<file path="src/rtl/lfsr_descrambler_pkg.sv">
`default_nettype none
// +--------------------------------------------------------------------+
// | lfsr_descrambler_pkg : shared types and constants for descrambler  |
// | rev 1.0                                                            |
// +--------------------------------------------------------------------+
package lfsr_descrambler_pkg;

  localparam logic [31:0] DEFAULT_POLY = 32'h04C11DB7;
  localparam logic [31:0] DEFAULT_SEED = 32'hFFFFFFFF;
  localparam int          KEY_BITS     = 32;
  localparam int          CNT_W        = $clog2(KEY_BITS);

  typedef enum logic [1:0] {
    IDLE = 2'd0,
    GEN  = 2'd1,
    HOLD = 2'd2
  } state_t;

endpackage
`default_nettype wire

</file>
<file path="src/rtl/lfsr_descrambler_32bit_lfsr.sv">
`default_nettype none
// +--------------------------------------------------------------------+
// | keystream_lfsr32 : 32-bit Galois LFSR, one keystream bit per step  |
// | rev 1.0                                                            |
// +--------------------------------------------------------------------+
module keystream_lfsr32
  import lfsr_descrambler_pkg::*;
#(
  parameter logic [31:0] POLY = DEFAULT_POLY,
  parameter logic [31:0] SEED = DEFAULT_SEED
) (
  input  logic        clk,
  input  logic        rst_n,
  input  logic        load,
  input  logic [31:0] seed,
  input  logic        step,
  output logic        key_bit,
  output logic [31:0] state
);

  logic [31:0] r_lfsr;
  logic [31:0] w_stepped;

  // A zero state would lock the register, so a zero seed falls back to SEED.
  assign w_stepped = {r_lfsr[30:0], 1'b0} ^ (r_lfsr[31] ? POLY : 32'h0);

  always_ff @(posedge clk or negedge rst_n) begin
    if (!rst_n) begin
      r_lfsr <= SEED;
    end else if (load) begin
      r_lfsr <= (seed == 32'h0) ? SEED : seed;
    end else if (step) begin
      r_lfsr <= w_stepped;
    end
  end

  assign key_bit = r_lfsr[31];
  assign state   = r_lfsr;

endmodule
`default_nettype wire

</file>
<file path="src/rtl/lfsr_descrambler_32bit.sv">
`default_nettype none
// +--------------------------------------------------------------------+
// | lfsr_descrambler_32bit : serial-keystream 32-bit word descrambler  |
// | rev 1.0                                                            |
// +--------------------------------------------------------------------+
module lfsr_descrambler_32bit
  import lfsr_descrambler_pkg::*;
#(
  parameter logic [31:0] POLY = DEFAULT_POLY,
  parameter logic [31:0] SEED = DEFAULT_SEED
) (
  input  logic        clk,
  input  logic        rst_n,
  input  logic        seed_load,
  input  logic [31:0] seed_in,
  input  logic        in_valid,
  output logic        in_ready,
  input  logic [31:0] in_data,
  output logic        out_valid,
  input  logic        out_ready,
  output logic [31:0] out_data,
  output logic        busy
);

  state_t              r_state;
  state_t              w_state_nxt;
  logic [CNT_W-1:0]    r_cnt;
  logic [KEY_BITS-1:0] r_key;
  logic [KEY_BITS-1:0] r_data;
  logic [KEY_BITS-1:0] r_out_data;
  logic [KEY_BITS-1:0] w_key_nxt;
  logic [KEY_BITS-1:0] w_out_nxt;
  logic [31:0]         w_lfsr_state;
  logic                w_key_bit;
  logic                w_load;
  logic                w_step;
  logic                w_accept;
  logic                w_last;

  assign w_load    = (r_state == IDLE) && seed_load;
  assign w_accept  = (r_state == IDLE) && !seed_load && in_valid;
  assign w_step    = (r_state == GEN);
  assign w_last    = w_step && (r_cnt == CNT_W'(KEY_BITS - 1));
  assign w_key_nxt = {r_key[KEY_BITS-2:0], w_key_bit};

  keystream_lfsr32 #(
    .POLY (POLY),
    .SEED (SEED)
  ) u_lfsr (
    .clk     (clk),
    .rst_n   (rst_n),
    .load    (w_load),
    .seed    (seed_in),
    .step    (w_step),
    .key_bit (w_key_bit),
    .state   (w_lfsr_state)
  );

  // Output word combines the captured word with the key including this cycle's bit.
  genvar gi;
  generate
    for (gi = 0; gi < KEY_BITS; gi++) begin : g_xor
      assign w_out_nxt[gi] = r_data[gi] ^ w_key_nxt[gi];
    end
  endgenerate

  always_ff @(posedge clk or negedge rst_n) begin
    if (!rst_n) begin
      r_state <= IDLE;
    end else begin
      r_state <= w_state_nxt;
    end
  end

  always_comb begin
    w_state_nxt = r_state;
    in_ready    = 1'b0;
    out_valid   = 1'b0;
    busy        = 1'b0;
    case (r_state)
      IDLE: begin
        in_ready = !seed_load;
        if (w_accept) begin
          w_state_nxt = GEN;
        end
      end
      GEN: begin
        busy = 1'b1;
        if (w_last) begin
          w_state_nxt = HOLD;
        end
      end
      HOLD: begin
        busy      = 1'b1;
        out_valid = 1'b1;
        if (out_ready) begin
          w_state_nxt = IDLE;
        end
      end
      default: begin
        w_state_nxt = IDLE;
      end
    endcase
  end

  always_ff @(posedge clk or negedge rst_n) begin
    if (!rst_n) begin
      r_cnt      <= '0;
      r_key      <= '0;
      r_data     <= '0;
      r_out_data <= '0;
    end else begin
      if (w_accept) begin
        r_cnt  <= '0;
        r_key  <= '0;
        r_data <= in_data;
      end else if (w_step) begin
        r_cnt <= r_cnt + CNT_W'(1);
        r_key <= w_key_nxt;
      end
      if (w_last) begin
        r_out_data <= w_out_nxt;
      end
    end
  end

  assign out_data = r_out_data;

endmodule
`default_nettype wire

</file>
<file path="config.mk">
export PLATFORM = sky130hd
export DESIGN_NAME = lfsr_descrambler_32bit
export DESIGN_NICKNAME = d
export VERILOG_FILES = /design/src/rtl/lfsr_descrambler_pkg.sv /design/src/rtl/lfsr_descrambler_32bit_lfsr.sv /design/src/rtl/lfsr_descrambler_32bit.sv
export SDC_FILE = /design/constraint.sdc
export NUM_CORES = 1
export LEC_CHECK = 0
export ABC_AREA = 1
export BUFFER_PORTS_ARGS = -buffer_cell sky130_fd_sc_hd__buf_4
export CELL_PAD_IN_SITES_DETAIL_PLACEMENT = 1
export CELL_PAD_IN_SITES_GLOBAL_PLACEMENT = 2
export CORE_ASPECT_RATIO = 1.2
export CORE_UTILIZATION = 36
export DETAILED_ROUTE_END_ITERATION = 8
export MAX_ROUTING_LAYER = met4
export PLACE_DENSITY = 0.94
export SKIP_LAST_GASP = 1
export SYNTH_ARGS = -nofsm -noshare
export SYNTH_HDL_FRONTEND = slang
export SYNTH_HIERARCHICAL = 1
export SYNTH_SLANG_ARGS = --single-unit
</file>
<file path="constraint.sdc">
create_clock -name clk -period 2.9 [get_ports clk]
set_input_delay 0.58 -clock clk [delete_from_list [all_inputs] [get_ports clk]]
set_output_delay 0.58 -clock clk [all_outputs]
set_load 0.02 [all_outputs]
</file>
**After elaboration in Yosys (flattened, before gate mapping)**

Index checks and enable logic that the tools add are counted.

- Bitwise operators: 33
- Mux-type cells: 15
- Add/sub/neg operators: 1
- Equality and inequality tests: 6
- Reduce and logical (&&, ||, !) cells: 11

Operators with widths:

| kind | number |
|---|---|
| 32-bit 2-to-1 mux | 3 |
| 31-bit 2-to-1 mux | 2 |
| 32-bit zero test | 1 |
| 1-bit XOR | 32 |
| 32-bit XOR | 1 |
| 27-bit 2-to-1 mux | 1 |
| 5-bit 2-to-1 mux | 2 |
| 2-bit 2-to-1 mux | 3 |
| 2-bit one-hot mux with 3 select lines | 1 |
| 5-bit by 1-bit adder with 5-bit output, second input constant | 1 |
| 5-bit equality test, second input constant | 1 |
| 1-bit logical AND | 4 |
| 2-bit != test, second input constant | 2 |
| 2-bit nonzero test | 2 |
| 1-bit 2-to-1 mux | 3 |
| 3-bit AND reduction | 1 |
| 2-bit by 1-bit equality test with 1-bit output, second input constant | 1 |
| 2-bit equality test, second input constant | 1 |
| 2-bit zero test | 1 |
| 2-bit by 1-bit != test with 1-bit output, second input constant | 1 |
| 2-bit OR reduction | 1 |
| 1-bit zero test | 1 |

- Bits in registers: 134
- Bits of input ports: 69
- Word-level logic and storage cells: 72

**Logic depth before layout (Yosys ltp)**

Gate-level depths: netlist (run 1).

- Word-level depth: 5
- Depth in mapped cells: 11

**By module**

Netlist (run 1), hierarchy kept.

By module, submodules not included:

| module | seq. area each (um2) | cells each | instances | area each (um2) |
|---|---|---|---|---|
| lfsr_descrambler_32bit | 2,552.4 | 515 | 1 | 4,495.6 |
| keystream_lfsr32 | 840.8 | 310 | 1 | 2,078.2 |

**Least setup slack after synthesis (run 1)**

OpenSTA, ideal clock, no wires.

- Path type: flip-flop to output port
- Start point: reg r_state[0]
- End point: out in_ready
- Path slack: 1.235 ns
- Path buffers: 1
- Cell stages (with the launch flop): 6
- Data required time: 2.320 ns
- Data arrival time: 1.085 ns
- Cell sequence: dfrtp_1 -> inv_1 -> ha_1 -> inv_2 -> nor2_4 -> buf_2

- Longest elaborated chain between the ends: 2

Ends and longest elaborated chain:

| item | line | RTL |
|---|---|---|
| start: declaration | lfsr_descrambler_32bit.sv:25 | `state_t r_state;` |
| start signal: assignment | lfsr_descrambler_32bit.sv:71 | `r_state <= w_state_nxt;` |
| 2-bit zero test | lfsr_descrambler_32bit.sv:80 | `case (r_state)` |
| 1-bit 2-to-1 mux | lfsr_descrambler_32bit.sv:80 |  |
| end: declaration | lfsr_descrambler_32bit.sv:17 | `output logic in_ready,` |

Every way passes these cells.

**Final worst setup path (run 1)**

Ends and elaborated chain as after synthesis.

==> results of run 1 <==
[metal layers]
layer  up-vias  part of all wire
met3        13             0.037
met4         0             0.010
met1      2544              0.46
met2        90              0.49
li1       2713                 -
met5         -                 0
[flip-flops by register name, indices dropped and copies added (netlist names)]
| signal | flops |
|---|---|
| out_data | 32 |
| r_cnt | 5 |
| r_data | 32 |
| r_key | 31 |
| r_state | 2 |
| u_lfsr/state | 32 |
[metrics by stage]
step                      utilization  cell area (um2)
after global routing            0.457             8100
after detailed placement        0.421             7460
after CTS                       0.457             8100
final                           0.457             8100
after global placement          0.421             7460
after floorplan                     -             6570
[cell type report]
type                    instances  area [um2]
fillers                      2153        9610
flip-flops and latches        134        3390
multi-input cells             583        2690
repair buffers                113         877
clock buffers                  18         439
well taps                     220         275
inverters                      60         225
clock inverters                14         198
[worst paths after layout]
check / start / end / slack, ns / cells past startpoint
worst max register to register: r_state[1]$_DFFE_PN0P_ / r_key[27]$_DFFE_PN0P_ / 0.95 / 6
worst min-delay path: rst_n / out_data[3]$_DFFE_PN0P_ / 0.16 / 1
worst max-delay path: r_state[0]$_DFFE_PN0P_ / in_ready / 0.83 / 5
worst min register to register: u_lfsr/state[19]$_DFFE_PN1P_ / u_lfsr/state[19]$_DFFE_PN1P_ / 0.47 / 2
max in group asynchronous: rst_n / u_lfsr/state[26]$_DFFE_PN1P_ / 1.98 / 2
min in group clk: in_data[20] / r_data[20]$_DFFE_PN0P_ / 0.39 / 3
[power groups by stage]
stage | registers [mW] | clock network, mW | logic, mW
detailed placement | 3.05 | 0 | 2.36
finish | 3.02 | 2.31 | 2.30
global route | 3.10 | 2.44 | 2.69
global placement | 3.03 | 0 | 2.27
floorplan | 2.90 | 0 | 1.88
CTS | 3.03 | 2.37 | 2.37
[critical path, cell delays in order (launching register included)]
cell and delay (ns):
dfrtp_1 0.40, inv_1 0.12, ha_1 0.22, inv_2 0.06, nor2_4 0.12, buf_4 0.16
==> impl_results.md, run 1 <==
- Status: finished with violations
- Failing checks: DRC
- Crit path max fanout: 3
- PD cells: 942 nW/um2
- IO Count: 104
- P_int: 5.00 mW
- Final setup violating endpoints: 0
- Clock Skew: 0.00904 ns
- Relative slew slack: 0.398
- Global-route wire length before repair: 27.0 mm
- Die footprint: 18,800 um2
- Comb power frac: 0.302
- Total core area: 17,700 um2
- Post-CTS setup buffers: 0
- Final RePlAce weighted congestion: 0.756
- Met2 Usage GRT: 0.310
- Reg power frac: 0.396
- Die Height: 150 um
- Commonest non-fill, non-tap cells in the layout: nand2_1 (286), buf_4 (110), dfrtp_1 (102)
- Total CTS buffers: 17
- Crit path kind: reg -> out
- Gr usage total: 0.187
- Ant diodes: 0
- Final Net Count: 984
- Number of antenna violations at the first check in global routing: 0
- CTS clk-pin slew, worst paths: 0.06 ns
- Routed length per placed instance: 13.9 um
- Clock power frac: 0.303
- CTS tree: done
- Hold Slack: 0.163 ns
- Antenna Nets Post-Route: 0
- Clk sink count: 134
- Yosys warnings: 6
- Final TNS setup: 0 ns
- Final hold violation count: 0
- Post-CTS Resized: 0
- Tmin final: 2.07 ns
- Period utilisation layout: 0.713
- Hold bufs inserted after CTS: 0
- Total power: 7.62 mW
- Commonest non-fill, non-tap cell in the layout: nand2_1
- Transition time at the pin with the least slew margin: 0.902 ns
- Vias in the first global route: 5,532
- Largest net degree at the start of global routing: 64
- # Max-Cap Violations: 0
- Fin. max-slew vios: 0
- Switch share: 0.344
- Die extent in x: 125 um
- Pre-CTS WS: 0.941 ns
- M3 GR Usage: 0.0422
- Num rows: 53
- Vias: 5,360
- CTS Buffer Depth: 2
- Inst Count DP: 1,110
- Total gr overflow: 0
- Hold WC Path Type: in -> async
- Count of input and output buffers: 103
- Starting DRT DRC Count: 345
- Dpl hpwl: 10.7 mm
- GR peak layer: met2
- First-pass DRT Iterations: 7
- Post-Syn Area: 6570 um2
- Setup WS post-layout: 0.832 ns
- Clock Latency Late Sink: 0.42 ns
- Switching Power: 2.62 mW
- Post-Syn Instances: 824
- Worst path arrival time: 1.49 ns
- Clock root buffer: clkbuf_16
- Starting Density: 0.371
- Worst setup SP type: flip-flop
- Leakage: 4.10 nW
- Max VDD drop: 0.460 mV
- Residual DRC: 10
- Unrepaired setup endpoints after global routing: false
- Total Wirelength: 15.9 mm
- Fmax: 0.484 GHz
- Area grow syn2layout: 23.3%
- Met1 Use GR: 0.230
- Post-route insts no fill: 1,142
- Critical Path RT: 2.32 ns
- Synth Area per Inst: 7.97 um2
- Vias per cell: 4.69
- Share of layout cells above drive strength 1: 0.206
- Synthesized Nets: 899
- H-tree lvl count: 4
- Worst setup EP type: output pin
Note: power is estimated with default switching activity, not from simulation.
==> run 2, diff against run 1 <==
--- a/config.mk
+++ b/config.mk
@@ -10,10 +10,10 @@
 export CELL_PAD_IN_SITES_DETAIL_PLACEMENT = 1
 export CELL_PAD_IN_SITES_GLOBAL_PLACEMENT = 2
 export CORE_ASPECT_RATIO = 1.2
-export CORE_UTILIZATION = 36
+export CORE_UTILIZATION = 33
 export DETAILED_ROUTE_END_ITERATION = 8
 export MAX_ROUTING_LAYER = met4
-export PLACE_DENSITY = 0.94
+export PLACE_DENSITY = 0.87
 export SKIP_LAST_GASP = 1
 export SYNTH_ARGS = -nofsm -noshare
 export SYNTH_HDL_FRONTEND = slang
==> constraint.sdc (replaced) <==
create_clock -name clk -period 2.01 [get_ports clk]
set_input_delay 0.402 -clock clk [delete_from_list [all_inputs] [get_ports clk]]
set_output_delay 0.402 -clock clk [all_outputs]
set_load 0.02 [all_outputs]
==> impl_results.md, run 2 (synthesis results as in run 1) <==
- Reg area: 3390 um2 (unchanged)
- Transition time at the pin with the least slew margin: 0.500 ns (was 0.902 ns)
- Worst setup SP type: flip-flop (unchanged)
- Critical Path Slowest Stage Cell: dfrtp_1 (unchanged)
- Setup WS post-layout: 0.0953 ns (was 0.832 ns)
- Combined area of the multi-input logic cells: 2690 um2 (unchanged)
- Placed instance area: 7650 um2 (was 7460 um2)
- Antenna Nets Post-Route: 0 (unchanged)
- Clock Latency Late Sink: 0.42 ns (about the same)
- Total gr overflow: 0 (unchanged)
- Final TNS setup: 0 ns (unchanged)
- H-tree lvl count: 4 (unchanged)
- Number of antenna violations at the first check in global routing: 0 (unchanged)
- Max VDD drop: 0.556 mV (was 0.460 mV)
- Clock Skew: 0.00635 ns (was 0.00904 ns)
- CTS clk-pin slew, worst paths: 0.06 ns (about the same)
- Starting Density: 0.336 (was 0.371)
- Total Wirelength: 15.9 mm (about the same)
- First-pass DRT Iterations: 4 (was 7)
- Clk sink count: 134 (unchanged)
- Routed length per placed instance: 13.3 um (was 13.9 um)
- Num rows: 56 (was 53)
- Largest net degree at the start of global routing: 51 (was 64)
- Tmin final: 1.91 ns
- # Max-Cap Violations: 0 (unchanged)
- Share of layout cells above drive strength 1: 0.212 (was 0.206)
- Die footprint: 20,500 um2 (was 18,800 um2)
- Relative slew slack: 0.667 (was 0.398)
- Commonest non-fill, non-tap cell in the layout: nand2_1 (unchanged)
- Fin. max-slew vios: 0 (unchanged)
- Starting DRT DRC Count: 243 (was 345)
- Design Area, Final: 8280 um2 (was 8100 um2)
- Top sig layer: met4 (unchanged)
- Routed metal-1 wirelength: 7.53 mm (was 7.35 mm)
- Residual DRC: 0 (was 10)
- Met2 WL: 7.52 mm (was 7.78 mm)
- Critical Path RT: 1.61 ns (was 2.32 ns)
- IO Count: 104 (unchanged)
- Fmax: 0.522 GHz
- Clock root buffer: clkbuf_16 (unchanged)
- Die Height: 157 um (was 150 um)
- Total core area: 19,500 um2 (was 17,700 um2)
- CTS tree: done (unchanged)
- Crit path max fanout: 3 (unchanged)
- Final Net Count: 995 (was 984)
- Dpl hpwl: 11.0 mm (was 10.7 mm)
- CTS Buffer Depth: 2 (unchanged)
- Die extent in x: 131 um (was 125 um)
- Final hold violation count: 0 (unchanged)
- DR WL met3: 555 um (was 588 um)
- Total CTS buffers: 17 (unchanged)
- Status: finished clean (was finished with violations)
- Unrepaired setup endpoints after global routing: false (unchanged)
- Vias per cell: 4.51 (was 4.69)
- CP top delay family: flip-flops (unchanged)
- Buf/Inv on CP: 3 (unchanged)
- Total power: 11.0 mW (was 7.62 mW)
- PD cells: 1330 nW/um2 (was 942 nW/um2)
- Global-route wire length before repair: 27.1 mm (was 27.0 mm)
- Crit path cell chain: inv_1 > ha_1 > inv_2 > nor2_4 > buf_4 (unchanged)
- Gr usage total: 0.176 (was 0.187)
- Leakage: 4.17 nW (was 4.10 nW)
- Layout fillers: 2,334 (was 2,153)
- Final RePlAce weighted congestion: 0.732 (was 0.756)
- Ant diodes: 0 (unchanged)
- Worst setup EP type: output pin (unchanged)
- Vias: 5,385 (was 5,360)
- Crit path kind: reg -> out (unchanged)
- Worst path arrival time: 1.51 ns (was 1.49 ns)
- Pre-CTS WS: 0.339 ns (was 0.941 ns)
- CP peak stage delay: 0.40 ns (about the same)
- Vias in the first global route: 5,607 (was 5,532)
- Period utilisation layout: 0.953
- Count of input and output buffers: 103 (unchanged)
- Area grow syn2layout: 26.1% (was 23.3%)
- Final setup violating endpoints: 0 (unchanged)
- Commonest non-fill, non-tap cells in the layout: nand2_1 (286), buf_4 (114), dfrtp_1 (102) (was nand2_1 (286), buf_4 (110), dfrtp_1 (102))
- Hold WC Path Type: in -> reg (was in -> async)
## run 2: repair_timing
item,in CTS,in global routing
resized for setup,0,0
hold buffers,1,0
setup buffers,1,0
hold endpoints to repair,1,0
endpoints found under the setup margin,1,0
## run 2: worst register-to-register path: stages, from the launching register on
cell and delay [ns]:
dfrtp_1 0.40, inv_1 0.11, ha_1 0.21, inv_2 0.06
nor2_4 0.15, buf_4 0.19, nand2_2 0.06, buf_4 0.25
nand2_1 0.14, nand2_1 0.05
## run 2: stage by stage
stage               utilization  instances  hold slack (ns)
CTS                       0.424       1194            0.190
floorplan                     -        824            0.106
finish                    0.424       1194            0.207
global placement          0.392       1160            0.355
detailed placement        0.392       1160            0.354
global route              0.424       1194            0.207
## run 2: per-layer routing
| layer | GRT usage | up-vias |
|---|---|---|
| li1 | - | 2731 |
| met1 | 0.216 | 2543 |
| met2 | 0.287 | 91 |
| met3 | 0.0338 | 20 |
| met4 | 0.0602 | 0 |
| met5 | - | - |
## run 2: final timing paths
kind	endpoint	slack [ns]	startpoint	depth (start not counted)
worst max-delay path	in_ready	0.1	r_state[0]$_DFFE_PN0P_	5
worst min-delay path	r_data[14]$_DFFE_PN0P_	0.21	in_data[14]	3
worst max register to register	r_data[27]$_DFFE_PN0P_	0.27	r_state[0]$_DFFE_PN0P_	9
worst min register to register	u_lfsr/state[16]$_DFFE_PN1P_	0.47	u_lfsr/state[16]$_DFFE_PN1P_	2
max in group asynchronous	u_lfsr/state[22]$_DFFE_PN1P_	0.93	rst_n	3
min in group asynchronous	out_data[0]$_DFFE_PN0P_	0.49	rst_n	2
## run 2: area by class of cell
| cell class | instances | area share |
|---|---|---|
| Sequential cell | 134 | 0.410 |
| Multi-Input combinational cell | 583 | 0.325 |
| Timing Repair Buffer | 124 | 0.125 |
| Clock buffer | 23 | 0.0589 |
| Tap cell | 261 | 0.0394 |
| Inverter | 60 | 0.0272 |
| Clock inverter | 9 | 0.0148 |
## run 2: report_power, final
part / switching, mW / internal, mW
clock network: 1.13 / 2.07
registers: 0.593 / 3.74
logic: 2.01 / 1.47
total: 3.74 / 7.28
